===== config.mk =====
export PLATFORM = sky130hd
export DESIGN_NAME = ps2_tx
export DESIGN_NICKNAME = d
export VERILOG_FILES = /design/src/rtl/ps2_tx.sv
export SDC_FILE = /design/constraint.sdc
export NUM_CORES = 1
export LEC_CHECK = 0
export CAP_MARGIN = 20
export CELL_PAD_IN_SITES_DETAIL_PLACEMENT = 1
export CELL_PAD_IN_SITES_GLOBAL_PLACEMENT = 1
export CORE_MARGIN = 1.5
export CORE_UTILIZATION = 42
export DETAILED_ROUTE_END_ITERATION = 7
export PLACE_DENSITY = 0.78
export SLEW_MARGIN = 0
export SYNTH_ARGS = -nofsm -noshare
export SYNTH_HDL_FRONTEND = slang
export SYNTH_SLANG_ARGS = --single-unit

===== constraint.sdc =====
create_clock -name i_clk -period 1.95 [get_ports i_clk]
set_input_delay 0.4875 -clock i_clk [delete_from_list [all_inputs] [get_ports i_clk]]
set_output_delay 0.4875 -clock i_clk [all_outputs]
set_load 0.03 [all_outputs]

===== src/rtl/ps2_tx.sv =====
`default_nettype none
// ============================================================================
// Module   : ps2_tx
// Brief    : PS/2 host-to-device transmitter: inhibit, start, 8 data bits LSB
//            first, odd parity, stop, then device acknowledge and bus-idle wait.
// Revision : 1.0  initial release
// ============================================================================
module ps2_tx #(
    parameter int INHIBIT_CYCLES = 5000,
    parameter int TIMEOUT_CYCLES = 1000000,
    parameter int FILTER         = 8
) (
    input  logic       i_clk,
    input  logic       i_rst,
    input  logic       i_ps2_clk,
    input  logic       i_ps2_data,
    input  logic       i_start,
    input  logic [7:0] i_data,
    output logic       o_ps2_clk_oe,
    output logic       o_ps2_data_oe,
    output logic       o_busy,
    output logic       o_done,
    output logic       o_err
);

    localparam int INH_W = (INHIBIT_CYCLES > 1) ? $clog2(INHIBIT_CYCLES) : 1;
    localparam int TO_W  = (TIMEOUT_CYCLES > 1) ? $clog2(TIMEOUT_CYCLES) : 1;
    localparam int FLT_W = (FILTER > 1) ? $clog2(FILTER) : 1;

    localparam logic [INH_W-1:0] c_inh_last = INH_W'(INHIBIT_CYCLES - 1);
    localparam logic [INH_W-1:0] c_inh_pre  =
        INH_W'((INHIBIT_CYCLES > 1) ? (INHIBIT_CYCLES - 2) : 0);
    localparam logic [TO_W-1:0]  c_to_last  = TO_W'(TIMEOUT_CYCLES - 1);
    localparam logic [FLT_W-1:0] c_flt_last = FLT_W'(FILTER - 1);
    localparam logic [3:0]       c_bit_stop = 4'd9;

    typedef enum logic [2:0] {
        S_IDLE      = 3'd0,
        S_INHIBIT   = 3'd1,
        S_START     = 3'd2,
        S_BITS      = 3'd3,
        S_ACK       = 3'd4,
        S_WAIT_IDLE = 3'd5
    } state_t;

    state_t             state_q, state_d;
    logic [1:0]         clk_sync_q;
    logic [1:0]         dat_sync_q;
    logic               filt_q, filt_d;
    logic [FLT_W-1:0]   flt_cnt_q, flt_cnt_d;
    logic [INH_W-1:0]   inh_cnt_q, inh_cnt_d;
    logic [TO_W-1:0]    to_cnt_q, to_cnt_d;
    logic [3:0]         bit_cnt_q, bit_cnt_d;
    logic [9:0]         frame_q, frame_d;
    logic               clk_oe_q, clk_oe_d;
    logic               data_oe_q, data_oe_d;
    logic               busy_q, busy_d;
    logic               done_q, done_d;
    logic               err_q, err_d;
    logic               fall;
    logic               timeout;

    // Synchronizers idle high so a reset never fabricates a falling edge.
    always_ff @(posedge i_clk or posedge i_rst) begin
        if (i_rst) begin
            clk_sync_q <= 2'b11;
            dat_sync_q <= 2'b11;
            filt_q     <= 1'b1;
            flt_cnt_q  <= '0;
        end else begin
            clk_sync_q <= {clk_sync_q[0], i_ps2_clk};
            dat_sync_q <= {dat_sync_q[0], i_ps2_data};
            filt_q     <= filt_d;
            flt_cnt_q  <= flt_cnt_d;
        end
    end

    always_comb begin
        filt_d    = filt_q;
        flt_cnt_d = '0;
        if (clk_sync_q[1] != filt_q) begin
            if (flt_cnt_q == c_flt_last) begin
                filt_d = clk_sync_q[1];
            end else begin
                flt_cnt_d = flt_cnt_q + FLT_W'(1);
            end
        end
    end

    assign fall    = filt_q & ~filt_d;
    assign timeout = (to_cnt_q == c_to_last);

    always_ff @(posedge i_clk or posedge i_rst) begin
        if (i_rst) begin
            state_q   <= S_IDLE;
            inh_cnt_q <= '0;
            to_cnt_q  <= '0;
            bit_cnt_q <= '0;
            frame_q   <= '0;
            clk_oe_q  <= 1'b0;
            data_oe_q <= 1'b0;
            busy_q    <= 1'b0;
            done_q    <= 1'b0;
            err_q     <= 1'b0;
        end else begin
            state_q   <= state_d;
            inh_cnt_q <= inh_cnt_d;
            to_cnt_q  <= to_cnt_d;
            bit_cnt_q <= bit_cnt_d;
            frame_q   <= frame_d;
            clk_oe_q  <= clk_oe_d;
            data_oe_q <= data_oe_d;
            busy_q    <= busy_d;
            done_q    <= done_d;
            err_q     <= err_d;
        end
    end

    always_comb begin
        state_d   = state_q;
        inh_cnt_d = inh_cnt_q;
        to_cnt_d  = fall ? '0 : (to_cnt_q + TO_W'(1));
        bit_cnt_d = bit_cnt_q;
        frame_d   = frame_q;
        clk_oe_d  = 1'b0;
        data_oe_d = data_oe_q;
        busy_d    = busy_q;
        done_d    = 1'b0;
        err_d     = 1'b0;

        unique case (state_q)
            S_IDLE: begin
                data_oe_d = 1'b0;
                to_cnt_d  = '0;
                if (i_start) begin
                    frame_d   = {1'b1, ~^i_data, i_data};
                    inh_cnt_d = '0;
                    busy_d    = 1'b1;
                    clk_oe_d  = 1'b1;
                    data_oe_d = (INHIBIT_CYCLES == 1);
                    state_d   = S_INHIBIT;
                end
            end

            S_INHIBIT: begin
                to_cnt_d = '0;
                if (inh_cnt_q == c_inh_last) begin
                    data_oe_d = 1'b1;
                    state_d   = S_START;
                end else begin
                    clk_oe_d  = 1'b1;
                    inh_cnt_d = inh_cnt_q + INH_W'(1);
                    if (inh_cnt_q == c_inh_pre) begin
                        data_oe_d = 1'b1;
                    end
                end
            end

            // START is a single transfer cycle; the timeout window it opens
            // carries on through BITS until the first device edge.
            S_START: begin
                if (timeout) begin
                    data_oe_d = 1'b0;
                    err_d     = 1'b1;
                    busy_d    = 1'b0;
                    state_d   = S_IDLE;
                end else begin
                    bit_cnt_d = '0;
                    state_d   = S_BITS;
                end
            end

            S_BITS: begin
                if (fall) begin
                    data_oe_d = ~frame_q[bit_cnt_q];
                    if (bit_cnt_q == c_bit_stop) begin
                        state_d = S_ACK;
                    end else begin
                        bit_cnt_d = bit_cnt_q + 4'd1;
                    end
                end else if (timeout) begin
                    data_oe_d = 1'b0;
                    err_d     = 1'b1;
                    busy_d    = 1'b0;
                    state_d   = S_IDLE;
                end
            end

            S_ACK: begin
                if (fall) begin
                    if (!dat_sync_q[1]) begin
                        state_d = S_WAIT_IDLE;
                    end else begin
                        err_d   = 1'b1;
                        busy_d  = 1'b0;
                        state_d = S_IDLE;
                    end
                end else if (timeout) begin
                    data_oe_d = 1'b0;
                    err_d     = 1'b1;
                    busy_d    = 1'b0;
                    state_d   = S_IDLE;
                end
            end

            S_WAIT_IDLE: begin
                if (filt_q && dat_sync_q[1]) begin
                    done_d  = 1'b1;
                    busy_d  = 1'b0;
                    state_d = S_IDLE;
                end else if (timeout) begin
                    data_oe_d = 1'b0;
                    err_d     = 1'b1;
                    busy_d    = 1'b0;
                    state_d   = S_IDLE;
                end
            end

            default: begin
                data_oe_d = 1'b0;
                busy_d    = 1'b0;
                state_d   = S_IDLE;
            end
        endcase
    end

    assign o_ps2_clk_oe  = clk_oe_q;
    assign o_ps2_data_oe = data_oe_q;
    assign o_busy        = busy_q;
    assign o_done        = done_q;
    assign o_err         = err_q;

endmodule
`default_nettype wire


# After elaboration in Yosys (flattened, before gate mapping)
# Cells that the tools add are included.
dict set report classes {
  addsub 4
  n_lt_le_gt_ge 1
  n_eq_ne 23
  mux 50
  n_bitwise 4
  n_reduce_logical 12
}
# op count
set op_table {}
lappend op_table {{$mux 20} 2}
lappend op_table {{$mux 3} 10}
lappend op_table {{$eq 13x13->1 const B} 2}
lappend op_table {{$mux 13} 2}
lappend op_table {{$pmux 13 s2} 1}
lappend op_table {{$mux 1} 24}
lappend op_table {{$add 20x1->20 const B} 1}
lappend op_table {{$eq 20x20->1 const B} 1}
lappend op_table {{$ne 2x2->1 const B} 9}
lappend op_table {{$pmux 3 s6} 1}
lappend op_table {{$add 13x1->13 const B} 1}
lappend op_table {{$mux 4} 3}
lappend op_table {{$eq 3x3->1 const B} 3}
lappend op_table {{$ne 3x3->1 const B} 3}
lappend op_table {{$reduce_and 3->1} 3}
lappend op_table {{$pmux 4 s2} 1}
lappend op_table {{$reduce_and 4->1} 2}
lappend op_table {{$reduce_xnor 8->1} 1}
lappend op_table {{$eq 3x2->1 const B} 2}
lappend op_table {{$pmux 1 s6} 1}
lappend op_table {{$lt 4x5->1 const B} 1}
lappend op_table {{$pmux 1 s5} 1}
lappend op_table {{$add 4x1->4 const B} 1}
lappend op_table {{$bmux 1 s4} 1}
lappend op_table {{14 further kinds} 17}
dict set report word_totals {
  regBits 63
  inputBits 13
  output_inout_bits 5
  elab_cells 108
}

# Longest topological paths before layout
# Gate-level depths: netlist of run 1.
dict set report logic_depth {
  ltp_word 7
  mapped_depth 7
  depth_no_buf 7
}

# Worst setup path after synthesis of run 1
# OpenSTA, ideal clock, no wires.
dict set report synth_timing {
  kind {register to register}
  startpoint {register flt_cnt_q[0]}
  endpoint {register busy_q (netlist: o_busy)}
  setup_ns 0.126
  arrival_ns 1.737
  setup_slack_ns 0.087
  path_stages_with_launch 8
  path_buffers 0
  cell_sequence {dfrtp_1 > ha_1 > ha_1 > or3b_1 > a21boi_0 > nor2b_1 > o21a_1 > o32a_1}
}
dict set report synth_via {
  elab_chain_cells 7
  word_cells_on_any_way 10
  classes_between {eq/ne (3); mux (4); bitwise (2); reduce/logical (1)}
}
# element line
set synth_lines {}
lappend synth_lines {{start, declared} 50} ;# logic [FLT_W-1:0] flt_cnt_q, flt_cnt_d;
lappend synth_lines {{start signal, assigned} 74} ;# flt_cnt_q <= flt_cnt_d;
lappend synth_lines {{$eq 3x3->1 *} 82} ;# if (flt_cnt_q == c_flt_last) begin
lappend synth_lines {{$mux 1 *} 82}
lappend synth_lines {{$mux 1 *} 81} ;# if (clk_sync_q[1] != filt_q) begin
lappend synth_lines {{$not 1->1 *} 90} ;# assign fall = filt_q & ~filt_d;
lappend synth_lines {{$and 1x1->1 *} 90}
lappend synth_lines {{$mux 1 (tied with other cells)} 190} ;# if (fall) begin
lappend synth_lines {{$pmux 1 s6 / $reduce_and 4->1 (equally long branches)} n/a}
lappend synth_lines {{end signal, assigned} 113} ;# busy_q <= busy_d;
lappend synth_lines {{end, declared} 57} ;# logic busy_q, busy_d;
# Every way passes the cells marked *; elsewhere a longest branch is shown, timed or not.
# A chain may end at the register's enable or synchronous reset.

# Final worst setup path of run 1
dict set report layout_timing {
  startpoint {register busy_q (netlist: o_busy)}
  endpoint {output port o_busy}
}
# element line
set layout_lines {}
lappend layout_lines {{end, declared} 21} ;# output logic o_busy,
# No word-level cell between the ends.

==> metrics.txt, run 1 <==
outcome=completed; P_int=2.47 mW; CP peak stage delay=0.70 ns; Final nets=380; Clock Skew=0.00914 ns; Rows=31; endpoint class of the critical path=output pin; Hold Buf Count CTS=0; synthesis-to-finish area growth=24.3%; minimum clock period=1.89 ns; CP max stage cell=clkdlybuf4s50_1; pre-CTS WS=-0.0471 ns; Synth Net Count=331; hpwl dp=5340 microns; Final Util=0.540; clk root buf=clkbuf_8; WHS=0.351 ns; first-pass GRT wire length=13,700 microns; Post-Syn Area=3170 sq um; EDFF count, synth=0; non-filler instance count after layout=464; Clock power frac=0.324; max_cap viols=0; initial core utilization=0.435; largest net degree at the start of global routing=34; gr usage total=0.215; area of the core=7290 sq um; most frequently used flop master after synthesis=dfrtp_1; GR Overflow Total=0; Antenna Cells=0; final hold vios=0; area share of the largest cell type after synthesis=0.458; Total Routed Length=7880 microns; layout cells sized above 1=0.214; async set-reset flop share out of synthesis=1.00; Yosys reg bits=63; DIE AREA=8080 sq um; Leakage Power=1.60 nW; # fillers=833; vias per inst=5.49; startpoint types=flop; synth unique cells=49; number of cells after detailed placement=447; CP required=1.46 ns; Period Utilization, post-route=0.969; peak supply drop=0.539 mV; clock sinks=63; CTS clk-pin slew, worst paths=0.07 ns; Synth Instances=311; vias in the first global route=2,866; sequential fraction of the synthesis area=0.499; worst slew pin tran=0.471 ns; Yosys Warn Count=0; Die H=89.9 microns; Num CTS Buffers=9; Reg power frac=0.494; Final ANT Viol Nets=0; combinational fraction of design power=0.182; Switching Fraction=0.291; Worst Path Max Fanout=2; input/output buffers=17; Starting DRT DRC Count=87; Sw Pwr=1.01 mW; most frequent cells in the layout=dfrtp_1 (58), nor2_1 (39), buf_4 (29); Slew Viols, Final=0; crit path cell chain=clkdlybuf4s50_1; synth top area cells=dfrtp_1 (46%), xnor2_1 (5.5%), nor2_1 (4.6%); DRC=0; most common cell after layout, fill and taps aside=dfrtp_1; CP Buf/Inv Count=1; Final Setup Violations=0; GP Congestion=0.811; CTS tree=done; Crit Path Category=flop to output pin; Setup TNS Final=0 ns; drt wl/cell=17.0 microns; Longest Clk Path Bufs=2; Die X=89.9 microns; H-tree levels=3; dominant cell type by area after synthesis=dfrtp_1; DR pass1 iterations=4; hold crit path type=flop to flop; Slew headroom=0.684; fmax=529 MHz; pwr dens=883 nW/um^2; I/O pin cnt=18; Crit path arrival time=1.40 ns; mean post-synth cell area=10.2 sq um; initial antenna violation count=0; top cell family by delay on the critical path=buffers and inverters; final worst setup slack=0.0610 ns; total number of vias=2,549; later-pin clock latency in the skew report=0.34 ns
-- routing by layer --
metal / part of all wire / up-vias / routed length (microns) / track usage
met4: 0.015 / 0 / 121 / 0.0767
met2: 0.52 / 34 / 4110 / 0.369
li1: - / 1199 / - / -
met5: 0 / - / 0 / 0
met1: 0.44 / 1304 / 3440 / 0.261
met3: 0.026 / 12 / 207 / 0.0558
-- Yosys cell counts, types with 2 or more instances --
cell type	number
dfrtp_1	58
nor2_1	39
nand2_1	25
xnor2_1	20
xor2_1	16
nand3_1	15
mux2_2	10
nor3_1	10
o21ai_0	10
a21oi_1	8
nand4_1	8
nor4_1	8
ha_1	7
inv_1	7
clkbuf_1	6
nor2b_1	6
dfstp_2	5
and3_1	4
nor4b_1	4
o21bai_1	4
or3_1	3
a31oi_1	2
and4_1	2
buf_1	2
buf_2	2
mux2i_1	2
mux4_2	2
o21a_1	2
o32ai_1	2
or2_2	2
or4_1	2
-- repair_timing --
action / 4_1_cts / 5_1_grt
pin swaps: 0 / 3
gates cloned: 0 / 0
buffers inserted: 0 / 1
endpoints found under the setup margin: 2 / 28
gates resized for setup: 3 / 12
-- logic make-up after synthesis --
logic type | share of synthesized area
AO/OA/AOI/OAI | 0.0750
XOR/XNOR | 0.0994
adder cells (fa/ha/maj) | 0.0276
buffers and inverters | 0.0209
flip-flops | 0.499
multiplexers | 0.0560
AND/OR/NAND/NOR | 0.222
-- state kept, by name, indices dropped and copies added (netlist names) --
register	count
state_q	3
o_ps2_data_oe	1
o_done	1
bit_cnt_q	4
o_ps2_clk_oe	1
o_busy	1
clk_sync_q	2
to_cnt_q	20
inh_cnt_q	13
o_err	1
filt_q	1
dat_sync_q	2
frame_q	10
flt_cnt_q	3
-- power groups by stage --
stage | clock network, mW | logic, mW | registers, mW
after floorplan | 0 | 0.404 | 1.68
after global placement | 0 | 0.577 | 1.70
after detailed placement | 0 | 0.616 | 1.72
after CTS | 1.17 | 0.635 | 1.71
after global routing | 1.22 | 0.707 | 1.75
final | 1.13 | 0.632 | 1.72
-- per-stage QoR --
step | cell area [sq um] | power, mW
2_1_floorplan | 3180 | 2.09
3_3_place_gp | 3680 | 2.28
3_5_place_dp | 3680 | 2.33
4_1_cts | 3880 | 3.51
5_1_grt | 3940 | 3.68
6_report | 3940 | 3.48
-- path summary, 6_finish.rpt --
kind / startpoint / endpoint / slack [ns] / cells after the start
worst min-delay path: dat_sync_q[0] / dat_sync_q[1] / 0.35 / 0
worst min register to register: dat_sync_q[0] / dat_sync_q[1] / 0.35 / 0
worst max register to register: flt_cnt_q[0] / o_busy / 0.10 / 7
max in group asynchronous: i_rst / dat_sync_q[0] / 0.94 / 3
min in group asynchronous: i_rst / to_cnt_q[16] / 0.46 / 2
worst max-delay path: o_busy / o_busy / 0.06 / 1
-- cell type report --
| class | instances | area [sq um] | area share |
|---|---|---|---|
| flip-flops and latches | 63 | 1580 | 0.402 |
| inverters | 7 | 30.0 | 0.00762 |
| multi-input cells | 231 | 1580 | 0.402 |
| repair buffers | 48 | 430 | 0.109 |
| well taps | 99 | 124 | 0.0314 |
| clock buffers | 12 | 145 | 0.0368 |
| clock inverters | 4 | 45.0 | 0.0114 |
Power figures use the tool's default switching activity.
==> inputs of run 2 (changes only) <==
CORE_UTILIZATION = 40   (was 42)
PLACE_DENSITY = 0.75   (was 0.78)
==> metrics.txt, run 2 (synthesis results as in run 1) <==
worst slew pin tran=0.507 ns (was 0.471 ns); I/O pin cnt=18 (unchanged); endpoint class of the critical path=output pin (unchanged); Final ANT Viol Nets=0 (unchanged); final worst setup slack=0.0801 ns (was 0.0610 ns); top flop regs=to_cnt_q x20, inh_cnt_q x13, frame_q x10 (unchanged); Period Utilization, post-route=0.959 (was 0.969); Rows=32 (was 31); synthesis-to-finish area growth=23.9% (was 24.3%); Clock Skew=0.00839 ns (was 0.00914 ns); crit path cell chain=clkdlybuf4s50_1 (unchanged); first-pass GRT wire length=12,900 microns (was 13,700 microns); Final nets=381 (was 380); Clock power frac=0.339 (was 0.324); CP max stage cell=clkdlybuf4s50_1 (unchanged); initial antenna violation count=0 (unchanged); combinational fraction of design power=0.175 (was 0.182); vias in the first global route=2,703 (was 2,866); GR Overflow Total=0 (unchanged); CP peak stage delay=0.69 ns (was 0.70 ns); clk root buf=clkbuf_8 (unchanged); Slew headroom=0.661 (was 0.684); final hold vios=0 (unchanged); CP required=1.46 ns (about the same); Slew Viols, Final=0 (unchanged); area of the core=7690 sq um (was 7290 sq um); total number of vias=2,484 (was 2,549); largest net degree at the start of global routing=20 (was 34); Sw Pwr=0.987 mW (was 1.01 mW); GP Congestion=0.815 (was 0.811); gr usage total=0.197 (was 0.215); most common cell after layout, fill and taps aside=dfrtp_1 (unchanged); largest register by flop count=to_cnt_q (unchanged); total power=3.48 mW (about the same); CP Buf/Inv Count=1 (unchanged); DR pass1 iterations=4 (unchanged); Antenna Cells=0 (unchanged); startpoint types=flop (unchanged); P_int=2.50 mW (was 2.47 mW); Longest Clk Path Bufs=2 (unchanged); hold crit path type=flop to flop (unchanged); top cell family by delay on the critical path=buffers and inverters (unchanged); minimum clock period=1.87 ns (was 1.89 ns); drt wl/cell=16.1 microns (was 17.0 microns); Worst Path Max Fanout=2 (unchanged); DIE AREA=8470 sq um (was 8080 sq um); Switching Fraction=0.284 (was 0.291); H-tree levels=3 (unchanged); Die H=92.0 microns (was 89.9 microns); Reg power frac=0.486 (was 0.494); outcome=completed (unchanged); max FFs per register=20 (unchanged); Leakage Power=1.61 nW (was 1.60 nW); DRC=0 (unchanged); vias per inst=5.31 (was 5.49); Crit path arrival time=1.38 ns (was 1.40 ns); CTS clk-pin slew, worst paths=0.07 ns (about the same); layout cells sized above 1=0.208 (was 0.214); pwr dens=886 nW/um^2 (was 883 nW/um^2); Hold Buf Count CTS=0 (unchanged); initial core utilization=0.413 (was 0.435); peak supply drop=0.551 mV (was 0.539 mV); later-pin clock latency in the skew report=0.35 ns (was 0.34 ns); Die X=92.0 microns (was 89.9 microns); CTS tree=done (unchanged); fmax=535 MHz (was 529 MHz); postcts setup bufs=0 (unchanged); pre-CTS WS=-0.0197 ns (was -0.0471 ns); input/output buffers=17 (unchanged); hpwl dp=5370 microns (was 5340 microns); Total Routed Length=7520 microns (was 7880 microns); Num CTS Buffers=9 (unchanged); max_cap viols=0 (unchanged); clock sinks=63 (unchanged); Crit Path Category=flop to output pin (unchanged); Final Setup Violations=0 (unchanged); Starting DRT DRC Count=78 (was 87); # fillers=873 (was 833); most frequent cells in the layout=dfrtp_1 (58), nor2_1 (39), buf_4 (30) (was dfrtp_1 (58), nor2_1 (39), buf_4 (29))
run 2: cell count changes in the layout (fill, tap and decap cells not counted), sizes merged:
cell      before  now
clkinv         3    1
buf           31   32
clkbuf        12   13
clkinvlp       1    2
run 2: worst paths after layout:
| path | from | endpoint | slack, ns | cells after the start |
|---|---|---|---|---|
| worst max-delay path | o_busy | o_busy | 0.08 | 1 |
| worst min-delay path | dat_sync_q[0] | dat_sync_q[1] | 0.36 | 0 |
| worst max register to register | to_cnt_q[13] | bit_cnt_q[0] | 0.09 | 6 |
| worst min register to register | dat_sync_q[0] | dat_sync_q[1] | 0.36 | 0 |
| max in group asynchronous | i_rst | to_cnt_q[7] | 0.91 | 3 |
| min in group asynchronous | i_rst | o_ps2_data_oe | 0.53 | 2 |
run 2: layout make-up:
| class | count | area [sq um] | area share |
|---|---|---|---|
| Sequential cell | 63 | 1580 | 0.403 |
| Multi-Input combinational cell | 231 | 1550 | 0.395 |
| Timing Repair Buffer | 49 | 438 | 0.111 |
| Clock buffer | 13 | 159 | 0.0404 |
| Tap cell | 102 | 128 | 0.0325 |
| Clock inverter | 3 | 42.5 | 0.0108 |
| Inverter | 7 | 30.0 | 0.00764 |
run 2: stage by stage:
| step | hold WS (ns) | setup TNS [ns] | utilization | area, sq um | std cells |
|---|---|---|---|---|---|
| global route | 0.363 | -0.0400 | 0.511 | 3930 | 468 |
| detailed placement | 0.347 | -0.0528 | 0.481 | 3700 | 452 |
| floorplan | 0.345 | 0 | - | 3180 | 311 |
| finish | 0.358 | 0 | 0.511 | 3930 | 468 |
| global placement | 0.346 | 0 | 0.481 | 3700 | 452 |
| CTS | 0.358 | 0 | 0.508 | 3900 | 468 |
run 2: power groups by stage:
stage / Clock (mW) / Sequential, mW / Combinational [mW]
floorplan: 0 / 1.68 / 0.404
global route: 1.26 / 1.72 / 0.684
detailed placement: 0 / 1.71 / 0.608
finish: 1.18 / 1.69 / 0.610
CTS: 1.21 / 1.70 / 0.618
global placement: 0 / 1.70 / 0.580
run 2: per-layer routing:
metal  up-vias  GRT usage  share of wire
li1       1199          -              -
met1      1247      0.246           0.47
met2        25      0.329           0.49
met3        13     0.0390          0.020
met4         0     0.0885          0.018
met5         -          0              0
run 2: repair_timing:
item,CTS,global route
endpoints found under the setup margin,1,28
pin swaps,0,1
endpoints found under the hold margin,0,0
cloned,0,0
gates resized for setup,1,8
==> inputs of run 3 (changes only) <==
CORE_MARGIN = 3   (was 1.5)
==> metrics.txt, run 3 (synthesis results as in run 1) <==
outcome=completed (unchanged); max FFs per register=20 (unchanged); initial core utilization=0.424 (was 0.413); Worst Hold Path Cells=0 (unchanged); Starting DRT DRC Count=72 (was 78); Hold Buf Count CTS=0 (unchanged); Num CTS Buffers=9 (unchanged); CP max stage cell=clkdlybuf4s50_1 (unchanged); CP required=1.46 ns (about the same); Slew headroom=0.699 (was 0.661); DIE AREA=9030 sq um (was 8470 sq um); first-pass GRT wire length=13,300 microns (was 12,900 microns); Final ANT Viol Nets=0 (unchanged); Hold Path End=clk_sync_q[1] (was dat_sync_q[1]); Crit Path Category=flop to output pin (unchanged); Slew Viols, Final=0 (unchanged); r2r worst-path depth=7 (was 6); number of cells after detailed placement=447 (was 452); Longest Clk Path Bufs=2 (unchanged); later-pin clock latency in the skew report=0.35 ns (about the same); Antenna Cells=0 (unchanged); Worst Path Max Fanout=3 (was 2); Die H=95.0 microns (was 92.0 microns); vias in the first global route=2,730 (was 2,703); synthesis-to-finish area growth=23.9% (about the same); HP Start=clk_sync_q[0] (was dat_sync_q[0]); CP Buf/Inv Count=1 (unchanged); DRC=0 (unchanged); Finished Cell Area=3930 sq um (about the same); pwr dens=893 nW/um^2 (was 886 nW/um^2); top cell family by delay on the critical path=buffers and inverters (unchanged); initial antenna violation count=0 (unchanged); largest register by flop count=to_cnt_q (unchanged); pre-CTS WS=-0.131 ns (was -0.0197 ns); layout cells sized above 1=0.211 (was 0.208); CP startpoint=o_ps2_data_oe (was o_busy); GR Overflow Total=0 (unchanged); Crit path arrival time=1.43 ns (was 1.38 ns); top flop regs=to_cnt_q x20, inh_cnt_q x13, frame_q x10 (unchanged); Final nets=380 (was 381); Switching Fraction=0.300 (was 0.284); Clock power frac=0.330 (was 0.339); worst slew pin tran=0.448 ns (was 0.507 ns); max_cap viols=0 (unchanged); WHS=0.358 ns (about the same); worst r2r src=flt_cnt_q[0] (was to_cnt_q[13]); gr usage total=0.190 (was 0.197); area of the core=7490 sq um (was 7690 sq um); largest net degree at the start of global routing=34 (was 20); Post-Place Cell Area=3670 sq um (was 3700 sq um); H-tree levels=3 (unchanged); minimum clock period=1.92 ns (was 1.87 ns); most frequent cells in the layout=dfrtp_1 (58), nor2_1 (39), buf_4 (30) (unchanged); Clock Skew=0.0152 ns (was 0.00839 ns); Period Utilization, post-route=0.983 (was 0.959); Reg power frac=0.485 (was 0.486); endpoint class of the critical path=output pin (unchanged); combinational fraction of design power=0.185 (was 0.175); total number of vias=2,509 (was 2,484); FF-to-FF End=o_busy (was bit_cnt_q[0]); Final Setup Violations=0 (unchanged); final worst setup slack=0.0328 ns (was 0.0801 ns); most common cell after layout, fill and taps aside=dfrtp_1 (unchanged); clk root buf=clkbuf_8 (unchanged); crit path cell chain=clkdlybuf4s50_1 (unchanged); vias per inst=5.41 (was 5.31); Die X=95.0 microns (was 92.0 microns); Reg2Reg Setup Slack=0.04 ns (was 0.09 ns); hpwl dp=5340 microns (was 5370 microns); fmax=522 MHz (was 535 MHz); Rows=31 (was 32); CP peak stage delay=0.70 ns (was 0.69 ns); input/output buffers=17 (unchanged); non-filler instance count after layout=464 (was 468); CTS tree=done (unchanged); DR pass1 iterations=4 (unchanged); final hold vios=0 (unchanged); startpoint types=flop (unchanged); P_int=2.46 mW (was 2.50 mW); CTS clk-pin slew, worst paths=0.08 ns (was 0.07 ns); clock sinks=63 (unchanged); Total Routed Length=7550 microns (was 7520 microns); peak supply drop=0.587 mV (was 0.551 mV); I/O pin cnt=18 (unchanged); Sw Pwr=1.05 mW (was 0.987 mW); hold crit path type=flop to flop (unchanged); GP Congestion=0.783 (was 0.815); drt wl/cell=16.3 microns (was 16.1 microns); Setup TNS Final=0 ns (unchanged); Leakage Power=1.59 nW (was 1.61 nW)
-- run 3: cell types whose count changed in the layout (fill, tap and decap cells not counted), sizes merged --
cell and delta:
buf -1, clkbuf -3, dlymetal6s2s -1, inv +1
clkinv +2, clkdlybuf4s50 +1
-- run 3: power by group through the flow --
| stage | clock network [mW] | logic [mW] | registers, mW |
|---|---|---|---|
| 6_report | 1.16 | 0.647 | 1.70 |
| 5_1_grt | 1.25 | 0.735 | 1.73 |
| 4_1_cts | 1.19 | 0.634 | 1.69 |
| 3_5_place_dp | 0 | 0.612 | 1.71 |
| 3_3_place_gp | 0 | 0.577 | 1.70 |
| 2_1_floorplan | 0 | 0.404 | 1.68 |
-- run 3: worst max-delay path by stage --
stage,endpoint,cells after the start,slack [ns]
CTS,o_ps2_data_oe,1,0.01
detailed placement,o_busy,7,-0.13
floorplan,o_busy,7,0.09
global placement,frame_q[3],5,0.05
global route,o_busy,7,-0.02
finish,o_ps2_data_oe,1,0.03
-- run 3: metal layers --
layer	vias to the layer above	wire (microns)	track usage
met5	-	0	0
met4	0	107	0.0613
met3	9	194	0.0426
met2	31	3750	0.317
met1	1272	3490	0.244
li1	1197	-	-
-- run 3: timing repair --
action                                  4_1_cts  5_1_grt
pin swaps                                     1        4
setup buffers                                 0        1
resized for setup                             4        7
endpoints found under the setup margin        4       12
-- run 3: area by class of cell --
cell class,instances,area (sq um)
clock inverters,6,68.8
flip-flops and latches,63,1580
inverters,7,30.0
well taps,99,124
multi-input cells,231,1580
clock buffers,10,128
repair buffers,48,415
fillers,807,3560
-- run 3: metrics by stage --
stage,util,total power [mW]
floorplan,-,2.09
finish,0.525,3.51
detailed placement,0.490,2.32
CTS,0.518,3.52
global placement,0.490,2.28
global route,0.525,3.72
==> patch (config.mk and constraints of run 2) <==
Re-encode `state_t` (6 states) as Gray code, 3 bits wide.
--- a/src/rtl/ps2_tx.sv
+++ b/src/rtl/ps2_tx.sv
@@ -35,12 +35,12 @@
     localparam logic [3:0]       c_bit_stop = 4'd9;
 
     typedef enum logic [2:0] {
-        S_IDLE      = 3'd0,
-        S_INHIBIT   = 3'd1,
-        S_START     = 3'd2,
-        S_BITS      = 3'd3,
-        S_ACK       = 3'd4,
-        S_WAIT_IDLE = 3'd5
+        S_IDLE      = 3'b000,
+        S_INHIBIT   = 3'b001,
+        S_START     = 3'b011,
+        S_BITS      = 3'b010,
+        S_ACK       = 3'b110,
+        S_WAIT_IDLE = 3'b111
     } state_t;
 
     state_t             state_q, state_d;
Formal check against the unedited RTL: same outputs for any inputs over 10 cycles, from zero or initial values and one cycle with i_rst high; not proved beyond that.
==> patch against run 2 <==
Sequential power up 6%; largest power group unchanged; critical endpoint is now o_ps2_data_oe; wire length decreased by 4.3%; largest cell class unchanged; sequential cell count unchanged; utilization down 2.1 points; die area rose by 2.8%; first-iteration DRC count is 21% higher; synthesized area up 2.9%; worst setup slack lost 0.0033 ns; clock skew increased by 0.00073 ns; fmax shrank 0.18%; final area fell by 2.6%; synthesized cell count is 5.5% higher; power rose by 16%; highest routed layer unchanged.
==> patch: results (changes against run 2) <==
GRT
  – Largest net degree at the start of global routing: 31 (+55%)
  – Met3 Use GR: 3.008% (-0.89 points)
  – Vias in the first global route: 2,708 (+0.18%)
  – GR Layer Usage met1: 25.27% (+0.65 points)
  – First-pass GRT wire length: 13.08 mm (+1.3%)

Synthesis
  – Post-synthesis instance total: 328 (+5.5%)
  – Post-synth top cells: 58 x dfrtp_1, 41 x nand2_1, 36 x nor2_1
  – XOR/XNOR Fraction of Synth Area: 8.586% (-1.4 points)
  – Synth area leaders: dfrtp_1 44%, xor2_1 5.6%, nand2_1 4.7%, nor2_1 4.1%, dfstp_2 4.0%
  – Post-synthesis sequential area ratio: 48.49% (-1.4 points)
  – Post-synthesis compound-gate area fraction: 9.467% (+2.0 points)
  – Post-synth cell types: 55 (+12%)
  – Synth Area in Adders: 2.683% (-0.078 points)
  – Multiplexer area fraction after synthesis: 2.338% (-3.3 points)
  – Synthesized Nets: 348 (+5.1%)
  – Top_reg_cell synth: dfrtp_1

Placed design
  – Final HPWL DP: 4.970 mm (-7.5%)
  – Post-Place Setup Slack: -0.03395 ns (-0.01428 ns)
  – Cell Area, Placed: 3595 um^2 (-2.8%)
  – GP Congestion: 0.7885 (-3.3%)
  – Cells after DPL: 446 (-1.3%)

Power
  – P_int: 2.630 mW (+5.4%)
  – Leakage: 1.613 nW (+0.38%)
  – Max VDD drop: 0.0003677 V (-33%)
  – P_clk: 1.05 mW (-11%)
  – NetSw: 1.402 mW (+42%)

Worst setup path
  – CP top delay family: buffers and inverters
  – Slowest cell delay on critical path: 0.67 ns (-0.02 ns)

Layout
  – Filler cell count: 889 (+1.8%)
  – Nets@finish: 378 (-0.79%)
  – Largest registers: to_cnt_q (20), inh_cnt_q (13), frame_q (10)
  – Share of cells above drive strength 1: 16.85% (-3.9 points)
  – Post-layout util: 49.05% (-2.1 points)

STA
  – Max transition margin: 73.29% (+7.1 points)
  – Post-route clock skew: 0.009121 ns (+0.0007331 ns)

Route
  – Routed WL: 7.199 mm (-4.3%)
  – Met2 WL: 3.538 mm (-4.9%)
  – M1 WL: 3.366 mm (-4.2%)
  – First DRT Iteration DRCs: 94 (+21%)
  – Post-DR vias/cell: 5.371 (+1.2%)
  – Vias: 2,492 (+0.32%)
  – Met3 wire len: 171 um (+13%)

Run status
  – Status: finished, final reports clean

Clock network
  – Clk slew on worst S/H paths: 0.07 ns (about the same)
-- patch: cell count changes after synthesis, sizes merged, moves of 4 or more --
cell and change:
a21oi +5, o211ai +5, nor2b -4, nor3 -8, o21bai -4, mux2 -7
xnor2 -9, xor2 +5, nand2 +16, nor4 -8, o31ai +4
-- patch: cell families (layout without fill, tap and decap cells) --
kind of cell / after synthesis / count (layout)
adders and majority gates: 7 / 7
xor gates and xnor gates: 32 / 32
DFF: 63 / 63
and+or+nand+nor: 147 / 147
buffers and inverters: 26 / 60
AOI/OAI and AO/OA: 47 / 47
muxes: 6 / 6
-- patch: repair_timing --
item	4_1_cts	5_1_grt
hold buffers	0	0
setup endpoints to repair	2	9
resized for setup	0	6
buffers inserted	2	1
pin swaps	1	1
-- patch: layout make-up --
class,count,share of cell area (%)
sequential,63,41.33
multi-input combinational,239,40.54
clock inverter,3,0.4574
timing repair buffer,35,8.951
tap,102,3.332
clock buffer,12,4.312
inverter,10,1.078
-- patch: path summary, 6_finish.rpt --
check                                          start                  endpoint  slack (ns)  cells after the start
max reg2reg                inh_cnt_q[11]$_DFFE_PP0P_  inh_cnt_q[1]$_DFFE_PP0P_        0.09                      5
max                        o_ps2_data_oe$_DFFE_PP0P_             o_ps2_data_oe        0.08                      1
min in group asynchronous                      i_rst  inh_cnt_q[8]$_DFFE_PP0P_        0.48                      2
min                          clk_sync_q[0]$_DFF_PP1_   clk_sync_q[1]$_DFF_PP1_        0.36                      0
max in group asynchronous                      i_rst   clk_sync_q[1]$_DFF_PP1_        0.92                      3
min reg2reg                  clk_sync_q[0]$_DFF_PP1_   clk_sync_q[1]$_DFF_PP1_        0.36                      0
